==> config.mk <==
export PLATFORM = sky130hd
export DESIGN_NAME = morse_encoder
export DESIGN_NICKNAME = d
export VERILOG_FILES = /design/src/rtl/morse_encoder.sv
export SDC_FILE = /design/constraint.sdc
export NUM_CORES = 1
export LEC_CHECK = 0
export CAP_MARGIN = 20
export CORE_MARGIN = 2
export CORE_UTILIZATION = 53
export DETAILED_ROUTE_END_ITERATION = 16
export GPL_TIMING_DRIVEN = 0
export PLACE_DENSITY = 0.84
export SLEW_MARGIN = 40
export SYNTH_ARGS = -nofsm -noshare
export SYNTH_HDL_FRONTEND = slang
export SYNTH_SLANG_ARGS = --single-unit
==> constraint.sdc <==
create_clock -name clk -period 2.2 [get_ports clk]
set_input_delay 0.33 -clock clk [delete_from_list [all_inputs] [get_ports clk]]
set_output_delay 0.33 -clock clk [all_outputs]
set_load 0.01 [all_outputs]
==> src/rtl/morse_encoder.sv <==
// rtl/morse_encoder.sv - ASCII to Morse pulse transmitter (dot/dash/char space/word space)
module morse_encoder #(
    parameter int PULSE_CYCLES = 1,
    parameter int GAP_CYCLES   = 2
) (
    input  logic       clk,
    input  logic       rst,
    input  logic [7:0] din,
    input  logic       din_valid,
    output logic       din_ready,
    output logic       dot_out,
    output logic       dash_out,
    output logic       char_space_out,
    output logic       word_space_out,
    output logic       err,
    output logic       busy
);

    localparam int MAXC = (PULSE_CYCLES > GAP_CYCLES) ? PULSE_CYCLES : GAP_CYCLES;
    localparam int CW   = $clog2(MAXC + 1);
    localparam logic [CW-1:0] P_LAST = CW'(PULSE_CYCLES - 1);
    localparam logic [CW-1:0] G_LAST = CW'(GAP_CYCLES - 1);

    localparam logic [1:0] K_ERR = 2'd0;
    localparam logic [1:0] K_SYM = 2'd1;
    localparam logic [1:0] K_WSP = 2'd2;

    typedef enum logic [2:0] {IDLE, SYM, SGAP, CSPACE, WSPACE, FGAP, ERR} state_t;

    state_t        state, state_nxt;
    logic [CW-1:0] cnt, cnt_nxt;
    logic [2:0]    idx, idx_nxt;
    logic [4:0]    pat, pat_nxt;
    logic          dot_nxt, dash_nxt, cs_nxt, ws_nxt, err_nxt;

    logic [7:0]    ch;
    logic [1:0]    lk_kind;
    logic [2:0]    lk_len;
    logic [4:0]    lk_pat;

    // Case-fold lower case and look the character up in the ITU table (1 = dash, first symbol at bit len-1)
    always_comb begin
        ch = din;
        if (din >= 8'h61 && din <= 8'h7A) ch = din - 8'h20;
        {lk_kind, lk_len, lk_pat} = {K_ERR, 3'd0, 5'b00000};
        case (ch)
            8'h20: {lk_kind, lk_len, lk_pat} = {K_WSP, 3'd0, 5'b00000};
            8'h41: {lk_kind, lk_len, lk_pat} = {K_SYM, 3'd2, 5'b00001};
            8'h42: {lk_kind, lk_len, lk_pat} = {K_SYM, 3'd4, 5'b01000};
            8'h43: {lk_kind, lk_len, lk_pat} = {K_SYM, 3'd4, 5'b01010};
            8'h44: {lk_kind, lk_len, lk_pat} = {K_SYM, 3'd3, 5'b00100};
            8'h45: {lk_kind, lk_len, lk_pat} = {K_SYM, 3'd1, 5'b00000};
            8'h46: {lk_kind, lk_len, lk_pat} = {K_SYM, 3'd4, 5'b00010};
            8'h47: {lk_kind, lk_len, lk_pat} = {K_SYM, 3'd3, 5'b00110};
            8'h48: {lk_kind, lk_len, lk_pat} = {K_SYM, 3'd4, 5'b00000};
            8'h49: {lk_kind, lk_len, lk_pat} = {K_SYM, 3'd2, 5'b00000};
            8'h4A: {lk_kind, lk_len, lk_pat} = {K_SYM, 3'd4, 5'b00111};
            8'h4B: {lk_kind, lk_len, lk_pat} = {K_SYM, 3'd3, 5'b00101};
            8'h4C: {lk_kind, lk_len, lk_pat} = {K_SYM, 3'd4, 5'b00100};
            8'h4D: {lk_kind, lk_len, lk_pat} = {K_SYM, 3'd2, 5'b00011};
            8'h4E: {lk_kind, lk_len, lk_pat} = {K_SYM, 3'd2, 5'b00010};
            8'h4F: {lk_kind, lk_len, lk_pat} = {K_SYM, 3'd3, 5'b00111};
            8'h50: {lk_kind, lk_len, lk_pat} = {K_SYM, 3'd4, 5'b00110};
            8'h51: {lk_kind, lk_len, lk_pat} = {K_SYM, 3'd4, 5'b01101};
            8'h52: {lk_kind, lk_len, lk_pat} = {K_SYM, 3'd3, 5'b00010};
            8'h53: {lk_kind, lk_len, lk_pat} = {K_SYM, 3'd3, 5'b00000};
            8'h54: {lk_kind, lk_len, lk_pat} = {K_SYM, 3'd1, 5'b00001};
            8'h55: {lk_kind, lk_len, lk_pat} = {K_SYM, 3'd3, 5'b00001};
            8'h56: {lk_kind, lk_len, lk_pat} = {K_SYM, 3'd4, 5'b00001};
            8'h57: {lk_kind, lk_len, lk_pat} = {K_SYM, 3'd3, 5'b00011};
            8'h58: {lk_kind, lk_len, lk_pat} = {K_SYM, 3'd4, 5'b01001};
            8'h59: {lk_kind, lk_len, lk_pat} = {K_SYM, 3'd4, 5'b01011};
            8'h5A: {lk_kind, lk_len, lk_pat} = {K_SYM, 3'd4, 5'b01100};
            8'h30: {lk_kind, lk_len, lk_pat} = {K_SYM, 3'd5, 5'b11111};
            8'h31: {lk_kind, lk_len, lk_pat} = {K_SYM, 3'd5, 5'b01111};
            8'h32: {lk_kind, lk_len, lk_pat} = {K_SYM, 3'd5, 5'b00111};
            8'h33: {lk_kind, lk_len, lk_pat} = {K_SYM, 3'd5, 5'b00011};
            8'h34: {lk_kind, lk_len, lk_pat} = {K_SYM, 3'd5, 5'b00001};
            8'h35: {lk_kind, lk_len, lk_pat} = {K_SYM, 3'd5, 5'b00000};
            8'h36: {lk_kind, lk_len, lk_pat} = {K_SYM, 3'd5, 5'b10000};
            8'h37: {lk_kind, lk_len, lk_pat} = {K_SYM, 3'd5, 5'b11000};
            8'h38: {lk_kind, lk_len, lk_pat} = {K_SYM, 3'd5, 5'b11100};
            8'h39: {lk_kind, lk_len, lk_pat} = {K_SYM, 3'd5, 5'b11110};
            default: ;
        endcase
    end

    // Next-state logic; outputs are derived from the next state so they can be registered
    always_comb begin
        state_nxt = state;
        cnt_nxt   = cnt + CW'(1);
        idx_nxt   = idx;
        pat_nxt   = pat;
        case (state)
            IDLE: begin
                cnt_nxt = '0;
                if (din_valid) begin
                    if (lk_kind == K_SYM) begin
                        state_nxt = SYM;
                        idx_nxt   = lk_len - 3'd1;
                        pat_nxt   = lk_pat;
                    end else if (lk_kind == K_WSP) begin
                        state_nxt = WSPACE;
                    end else begin
                        state_nxt = ERR;
                    end
                end
            end
            SYM: if (cnt == P_LAST) begin
                state_nxt = SGAP;
                cnt_nxt   = '0;
            end
            SGAP: if (cnt == G_LAST) begin
                cnt_nxt = '0;
                if (idx == 3'd0) begin
                    state_nxt = CSPACE;
                end else begin
                    state_nxt = SYM;
                    idx_nxt   = idx - 3'd1;
                end
            end
            CSPACE, WSPACE: if (cnt == P_LAST) begin
                state_nxt = FGAP;
                cnt_nxt   = '0;
            end
            FGAP: if (cnt == G_LAST) begin
                state_nxt = IDLE;
                cnt_nxt   = '0;
            end
            default: begin
                state_nxt = IDLE;
                cnt_nxt   = '0;
            end
        endcase
        dot_nxt  = (state_nxt == SYM) && !pat_nxt[idx_nxt];
        dash_nxt = (state_nxt == SYM) &&  pat_nxt[idx_nxt];
        cs_nxt   = (state_nxt == CSPACE);
        ws_nxt   = (state_nxt == WSPACE);
        err_nxt  = (state_nxt == ERR);
    end

    // State, counters and registered pulse outputs; reset abandons any character in flight
    always_ff @(posedge clk or negedge rst) begin
        if (!rst) begin
            state          <= IDLE;
            cnt            <= '0;
            idx            <= '0;
            pat            <= '0;
            dot_out        <= 1'b0;
            dash_out       <= 1'b0;
            char_space_out <= 1'b0;
            word_space_out <= 1'b0;
            err            <= 1'b0;
        end else begin
            state          <= state_nxt;
            cnt            <= cnt_nxt;
            idx            <= idx_nxt;
            pat            <= pat_nxt;
            dot_out        <= dot_nxt;
            dash_out       <= dash_nxt;
            char_space_out <= cs_nxt;
            word_space_out <= ws_nxt;
            err            <= err_nxt;
        end
    end

    assign din_ready = (state == IDLE);
    assign busy      = ~din_ready;

endmodule

Word-level counts from Yosys, hierarchy flattened
Index checks and enable logic that the tools add are counted.

Register bits after elaboration: 18. Input port bits: 11.

Add/sub/neg operators: 4. Magnitude comparators: 3. Equality and inequality tests: 49. Muxes and demuxes: 26. Bitwise gates (word level): 1. Reductions and logical operators: 22.

Operators with widths (number): $eq A8 B7 Y1 const B (26); $pmux W5 S19 (1); $eq A8 B6 Y1 const B (11); $reduce_or A36 Y1 (1); $mux W3 (10); $pmux W3 S5 (2); $mux W5 (3); $eq A3 B3 Y1 const B (4); $reduce_or A12 Y1 (1); $reduce_or A3 Y1 (4); $reduce_or A10 Y1 (1); $reduce_or A2 Y1 (5); $eq A3 B2 Y1 const B (3); $ge A8 B7 Y1 const B (1); $le A8 B7 Y1 const B (1); $mux W2 (4); $mux W8 (1); $pmux W2 S2 (2); $reduce_or A8 Y1 (1); $sub A8 B6 Y8 const B (1); $eq A3 B1 Y1 const B (2); $logic_not A3 Y1 (2); $pmux W3 S2 (1); $sub A3 B1 Y3 const B (2); other kinds (12) (15).

Depth between registers and ports, before layout
Gate-level depths: netlist (run 1).

Word-level depth: 14. Mapped depth: 20.

Worst setup path before layout (run 1)
No wires, ideal clock.

Path type: input to register. Start point: input din[6]. End point: register dash_out. Setup time: 0.119 ns. Data arrival time: 3.509 ns. Data required time: 2.081 ns. Slack: -1.428 ns. Stages on the path: 18. Cells stage by stage: clkbuf_2 inv_1 ha_1 and4bb_1 a21o_1 a21oi_1 o32a_1 nand4b_1 ha_1 and2_2 and3_1 buf_2 o31a_1 o311ai_0 o32a_2 mux2i_1 a211oi_1 o21ba_1.

Longest elaborated chain between the ends: 13. Elaborated cells between the ends (all ways): 74. Classes of those cells: add/sub: 2; order compare: 2; eq/ne: 40; mux: 16; reduce/logical: 14.

Ends and longest elaborated chain: start, declared (RTL line 8) `input logic [7:0] din,`; $ge A8 B7 Y1 / $le A8 B7 Y1 (equally long branches) (RTL line 44) `if (din >= 8'h61 && din <= 8'h7A) ch = din - 8'h20;`; $logic_and A1 B1 Y1 (RTL line 44); $mux W8 (*) (RTL line 44); $eq A8 B6 Y1 / $eq A8 B7 Y1 (equally long branches) (RTL line 46) `case (ch)`; $reduce_or A36 Y1 (no line); $pmux W2 S2 (RTL line 46); $eq A2 B1 Y1 (RTL line 98) `if (lk_kind == K_SYM) begin`; $mux W5 (*) (RTL line 98); $mux W5 (*) (RTL line 97) `if (din_valid) begin`; $mux W5 (*) (RTL line 94) `case (state)`; via pat_nxt[2] (RTL line 33) `logic [4:0] pat, pat_nxt;`; $bmux W1 S3 (*) (RTL line 136) `dash_nxt = (state_nxt == SYM) && pat_nxt[idx_nxt];`; $mux W1 (not written as such) (*) (RTL line 136); $logic_and A1 B1 Y1 (*) (RTL line 136); via dash_nxt (RTL line 34) `logic dot_nxt, dash_nxt, cs_nxt, ws_nxt, err_nxt;`; end signal, assigned (RTL line 160) `dash_out <= dash_nxt;`; end, declared (RTL line 12) `output logic dash_out,`.

The timed path passes the listed nets; every way through them passes the cells marked *. The select of a mux whose other input is x is not followed.

Final worst setup path (run 1)
Start point: input din[4]. End point: register dash_out.

Longest elaborated chain between the ends: 13. Elaborated cells between the ends (all ways): 74. Classes of those cells: add/sub: 2; order compare: 2; eq/ne: 40; mux: 16; reduce/logical: 14.

Ends and longest elaborated chain: $ge A8 B7 Y1 / $le A8 B7 Y1 (equally long branches) (RTL line 44); $logic_and A1 B1 Y1 (RTL line 44); $mux W8 (*) (RTL line 44); $eq A8 B7 Y1 / $eq A8 B6 Y1 (equally long branches) (RTL line 46); $reduce_or A12 Y1 (no line), or another cell as far along; $pmux W3 S5 / $pmux W2 S2 (equally long branches) (RTL line 46); $sub A3 B1 Y3, or another cell as far along (RTL line 100) `idx_nxt = lk_len - 3'd1;`; $mux W3, or another cell as far along (RTL line 98); $mux W3, or another cell as far along (RTL line 97); $pmux W3 S2, or another cell as far along (RTL line 94); $bmux W1 S3 / $pmux W3 S5 (equally long branches) (RTL line 136, 94); $mux W1 (not written as such) / $eq A3 B1 Y1 (equally long branches) (RTL line 136); $logic_and A1 B1 Y1 (*) (RTL line 136); via dash_nxt (RTL line 34).

Marks and branches as above.

==> impl_metrics.ini, run 1 <==
[pwr]
pwr-share-seq = 0.217
p_leak_nw = 1.26
p_switching_mw = 1.10
internal_power_mw = 1.41
power_frac_clock = 0.105
total_power_mw = 2.51
ir_drop_mv = 0.388
combPwrFrac = 0.678
p_sw_frac = 0.437
power_density_mw_per_mm2 = 844

[worst_setup_path]
max_stage_delay_ps = 360
critPathMostFrequentCell = buf_6
required_ps = 2340
critPathLaunch = din[4]
path_class = primary input to flop
cp_cell_sequence = clkdlybuf4s15_2, buf_6, buf_6, xor2_2, a31oi_2, nor3_2, nor2_1, o21ai_1, a221o_2, nand4b_1, ha_2, and2_4, buf_4, o21ai_4, a32oi_2, o221ai_1, o2111ai_1, a31oi_1, a211oi_2, o21ba_1
cp-endpoint = dash_out
path_depth = 20
crit_path_top_delay_cell = a221o_2
crit_family = compound AO/OA/AOI/OAI gates
r2r-end = dash_out
startpoint_type = primary input
crit_path_end_kind = flop
path_max_fanout = 10
worst-path-buf-inv = 4
arrival_ps = 3620
timing.rr.start = cnt[1]
r2r_slack_ps = -350
rr_worst_depth = 10

[synth]
ys_types = 82
synthCells = 278
yosys.area.top_type = dfrtp_1
synth_nets = 298
async_reset_ff_frac = 1.00
postSynthAreaPerCell_um2 = 7.72
synth_edf_count = 0
synth_area_mm2 = 0.00215
ys_ff_latch = 18
synth_area_leaders = dfrtp_1, ha_1, nor2_1
synth_warnings = 0
synth_ff_type = dfrtp_1
yosysSeqAreaShare = 0.210
synth_top_area_share = 0.210

[floorplan]
start_util = 0.545
die_h_um = 67.6
pin_count = 18
fp-row-count = 23
die_area_mm2 = 0.00458
core_area_mm2 = 0.00394
dieWidth_um = 67.6

[grt]
antenna_found_initial = 0
grt-ovfl-total = 0
use_met2 = 0.525
grtUsageTotal = 0.305
grt_max_degree = 19
grt_use_met1 = 0.374
grt_pass1_wl_um = 10800
met3_usage = 0.0567
grt_pass1_vias = 2291
gr-max-usage-layer = met2

[route]
routed_wl_um = 7340
viasPerCell = 6.82
drtIter0Drc = 185
antenna_left = 0
wire_per_inst_um = 19.3
drc = 0
num_vias = 2600
drt_first_pass_iters = 4

[final_layout]
final_common_cell = buf_4
n_antenna_cell = 0
final_cell_mix = buf_4, nor2_1, nand2_1
layout-drive-gt1-share = 0.372
num-nets-final = 352
area_delta_synth_final_pct = 38.4
fin_area_mm2 = 0.00297

[sta]
period_share = 1.58
skew_ps = 1.23
hold_viol_final = 0
setup_viol = 16
fin_ws_ps = -1280
max_freq_mhz = 287
relSlewSlack = 0.619
finalMaxSlewViolations = 0
rsz0062_at_grt = yes
period_needed_ps = 3480
fin_tns_setup_ps = -13680
worst_slew_pin_slew_ps = 569

[min_path]
hold_class = primary input to asynchronous set/reset pin

[placed_design]
place_hpwl_um = 4590
finalWeightedCongestion = 1.02
place_ws_ps = -2380
place_area_mm2 = 0.00247
io_buffers = 16

[clocking]
clk_pin_slew_worst_paths_ps = 70
insertion_delay_ps = 250
root_buffer = clkbuf_8
cts_tree = done
cts_inserted_buffers = 3
clock_path_buffers = 2
cts_max_level = 1
clock-sinks = 18

[run]
cap_viol_max_count = 0

[run_status]
violations = setup timing
outcome = complete, but fails checks
area by class of cell:
cell class / count / area (um^2)
multi-input cells: 226 / 1730
well taps: 50 / 62.6
repair buffers: 50 / 413
fillers: 274 / 971
inverters: 16 / 76.3
flip-flops and latches: 18 / 452
clock buffers: 4 / 55.1
plain buffers: 17 / 179
kinds of logic after synthesis:
group	Yosys count	synth area share
AOI/OAI and AO/OA	92	0.326
xor gates and xnor gates	2	0.00816
adders and majority gates	9	0.0524
buffers and inverters	34	0.0787
DFF	18	0.210
muxes	3	0.0146
and+or+nand+nor	120	0.310
synthesized netlist by cell type, types with 2 or more instances:
cell type	count
a211oi_1	4
a211oi_2	2
a21boi_0	2
a21boi_1	2
a21o_1	4
a21oi_1	16
a21oi_2	2
a221oi_1	3
a22o_1	3
a311oi_2	2
a31oi_1	5
a41o_1	2
and2_2	3
and3_1	3
buf_1	2
buf_2	6
buf_4	2
buf_6	2
clkbuf_1	4
dfrtp_1	18
ha_1	9
inv_1	14
inv_2	2
mux2i_1	2
nand2_1	21
nand2b_1	10
nand3_1	8
nand3b_1	3
nand4_1	5
nand4b_1	2
nor2_1	27
nor2b_1	4
nor3_1	10
nor3_2	2
nor4_1	3
o211ai_1	3
o21ai_0	13
o21ai_1	3
o21bai_1	2
or3_1	5
xor2_1	2
registers in the layout, indices dropped and copies added, names as in the netlist:
name / cells
dash_out: 1
word_space_out: 1
dot_out: 1
pat: 5
err: 1
state: 3
cnt: 2
char_space_out: 1
idx: 3
power groups by stage:
| stage | combinational (mW) | clock [mW] | sequential [mW] |
|---|---|---|---|
| 6_report | 1.70 | 0.264 | 0.545 |
| 3_3_place_gp | 1.21 | 0 | 0.532 |
| 5_1_grt | 1.81 | 0.281 | 0.555 |
| 3_5_place_dp | 1.24 | 0 | 0.539 |
| 2_1_floorplan | 0.915 | 0 | 0.536 |
| 4_1_cts | 1.50 | 0.266 | 0.539 |
worst reg2reg max path, delay by kind of cell, from the launching register on:
kind,cells,cell delay (ps)
buffers and inverters,2,180
DFF,1,400
adders and majority gates,1,280
and+or+nand+nor,1,390
AOI/OAI and AO/OA,6,1250
timing repair:
action,4_1_cts,5_1_grt
pin swaps,27,19
resized for setup,68,22
setup buffers,21,12
hold buffers,0,0
gates cloned,1,0
setup endpoints to repair,16,18
per-layer routing:
layer  up-vias  routed length [um]
li1       1159                   -
met4         0                 398
met3        44                 586
met1      1219                2870
met2       178                3480
met5         -                   0
through the flow:
stage | utilization | hold slack, ps | std cells
global placement | 0.626 | 448 | 344
global route | 0.754 | 27.6 | 381
floorplan | - | 34.4 | 278
finish | 0.754 | 2.51 | 381
detailed placement | 0.626 | 459 | 344
CTS | 0.716 | 455 | 369
worst min path at each step:
stage	slack (ps)	startpoint	to	cells past startpoint
floorplan	30	rst	char_space_out	0
global placement	450	pat[4]	pat[4]	2
detailed placement	460	pat[4]	pat[4]	2
CTS	460	din[7]	pat[3]	4
global route	30	rst	char_space_out	1
finish	3	rst	state[2]	1
(Power assumes the default switching activity.)
==> run 2: changes to the inputs <==
--- a/config.mk
+++ b/config.mk
@@ -6,11 +6,13 @@
 export NUM_CORES = 1
 export LEC_CHECK = 0
 export CAP_MARGIN = 20
+export CELL_PAD_IN_SITES_DETAIL_PLACEMENT = 1
+export CELL_PAD_IN_SITES_GLOBAL_PLACEMENT = 1
 export CORE_MARGIN = 2
-export CORE_UTILIZATION = 53
+export CORE_UTILIZATION = 39
 export DETAILED_ROUTE_END_ITERATION = 16
 export GPL_TIMING_DRIVEN = 0
-export PLACE_DENSITY = 0.84
+export PLACE_DENSITY = 0.83
 export SLEW_MARGIN = 40
 export SYNTH_ARGS = -nofsm -noshare
 export SYNTH_HDL_FRONTEND = slang
==> run 2 against run 1 <==
The run ends with hold timing, setup timing left. First-iteration DRC count fell by 18%. Setup slack got worse by 85 ps. Non-clock buffer count rose by 14. Register-to-register slack got worse by 230 ps. Count of clock-buffer cells in the layout did not move. Utilization fell by 16 points. Fmax fell by 2.4%. Largest cell class unchanged. Clock power rose by 8.3%. Cell area rose by 7.7%. Highest routed layer unchanged. Sequential share of layout area fell by 1.1 points. Sequential cell count did not move.
==> impl_metrics.ini, run 2 (synthesis results as in run 1) <==
[grt]
grt-ovfl-total = 0
grtUsageTotal = 0.294
grt_pass1_wl_um = 14000
grt_pass1_vias = 2752
antenna_found_initial = 0
grt_max_degree = 19

[floorplan]
start_util = 0.397
die_h_um = 78.2
dieWidth_um = 78.2
fp-row-count = 27
pin_count = 18
core_area_mm2 = 0.00541
die_area_mm2 = 0.00611

[clocking]
cts_max_level = 1
cts_inserted_buffers = 3
cts_tree = done
clk_pin_slew_worst_paths_ps = 80
clock-sinks = 18
root_buffer = clkbuf_8
clock_path_buffers = 2
insertion_delay_ps = 270

[worst_setup_path]
path_class = primary input to flop
startpoint_type = primary input
crit_path_end_kind = flop
path_max_fanout = 4
arrival_ps = 3720
required_ps = 2360

[placed_design]
place_hpwl_um = 5370
place_ws_ps = -2430
dp_cells = 366
finalWeightedCongestion = 0.931
io_buffers = 16

[run]
cap_viol_max_count = 0

[sta]
hold_viol_final = 18
max_freq_mhz = 280
relSlewSlack = 0.545
setup_viol = 16
finalMaxSlewViolations = 0
worst_slew_pin_slew_ps = 681
rsz0062_at_grt = yes
fin_ws_ps = -1370
period_needed_ps = 3570
fin_tns_setup_ps = -12760
skew_ps = 5.75
period_share = 1.62
whs_ps = -14.1

[route]
num_vias = 2652
drtIter0Drc = 152
wire_per_inst_um = 23.2
viasPerCell = 6.36
antenna_left = 0
routed_wl_um = 9670
drc = 0
drt_first_pass_iters = 5

[min_path]
hold_class = primary input to asynchronous set/reset pin

[final_layout]
final_cell_mix = buf_4, nor2_1, nand2_1, dfrtp_1, buf_6
nFillCells = 645
largest_register_ffs = 5
num-nets-final = 366
instances_no_fill = 417
reg_top3 = pat (5), idx (3), state (3)
layout-drive-gt1-share = 0.406
final_common_cell = buf_4
utilization = 0.592
area_delta_synth_final_pct = 49.0
regMostFlops = pat
n_antenna_cell = 0
multi_input_area_mm2 = 0.00178
ff_latch_area_um2 = 452

[pwr]
power_density_mw_per_mm2 = 787
ir_drop_mv = 0.492
p_leak_nw = 1.35

[run_status]
violations = hold timing, setup timing
outcome = complete, but fails checks
==> run 2: cell count changes in the layout (fill, tap and decap cells not counted), sizes merged <==
cell           before  now
clkdlybuf4s15       1    0
clkbuf             10    9
buf                52   68
==> run 2: final timing paths <==
check / to / depth (start not counted) / slack [ps] / start
max in group asynchronous: state[1] / 1 / 1890 / rst
max: dash_out / 19 / -1370 / din[6]
min: err / 1 / -10 / rst
min reg2reg: pat[4] / 2 / 490 / pat[4]
min in group clk: pat[4] / 2 / 490 / pat[4]
max reg2reg: dash_out / 10 / -580 / cnt[1]
==> run 2: report_power, final <==
| group | internal [mW] | switching, mW | total, mW |
|---|---|---|---|
| sequential | 0.461 | 0.0856 | 0.546 |
| clock | 0.160 | 0.126 | 0.286 |
| combinational | 0.735 | 0.952 | 1.69 |
==> run 2: final cells by class <==
class                   instances  area share
multi-input cells             226       0.556
repair buffers                 64       0.171
flip-flops and latches         18       0.141
plain buffers                  17      0.0618
well taps                      72      0.0282
inverters                      16      0.0246
clock buffers                   4      0.0172
==> run 2: layer usage <==
layer / wire (um) / GRT usage / up-vias
met5: 0 / 0 / -
met4: 447 / 0.130 / 0
met3: 576 / 0.0448 / 47
met2: 4970 / 0.539 / 125
met1: 3680 / 0.335 / 1302
li1: - / - / 1178
==> run 2: metrics by stage <==
step / instance area, um^2 / power, mW
3_5_place_dp: 2500 / 1.81
3_3_place_gp: 2500 / 1.76
2_1_floorplan: 2250 / 1.45
4_1_cts: 3030 / 2.29
6_report: 3200 / 2.52
5_1_grt: 3200 / 2.68
==> run 2: repair_timing <==
action	in CTS	in global routing
hold endpoints to repair	0	0
gates resized for setup	79	40
buffers inserted	40	16
pin swaps	26	16
hold buffers	0	0
endpoints found under the setup margin	17	17
==> run 2: worst max-delay path: stages <==
cell and delay [ps]:
buf_8 70, clkbuf_16 130, clkinv_8 40, ha_4 230, and4bb_2 330, a21o_4 170, a21oi_2 60, o32a_1 410
nand4b_1 140, ha_2 190, and2_4 160, buf_6 100, nand3_4 90, a41o_1 240, a31oi_2 190, nand4_1 200
a31oi_2 320, a211oi_2 90, o21ba_1 210
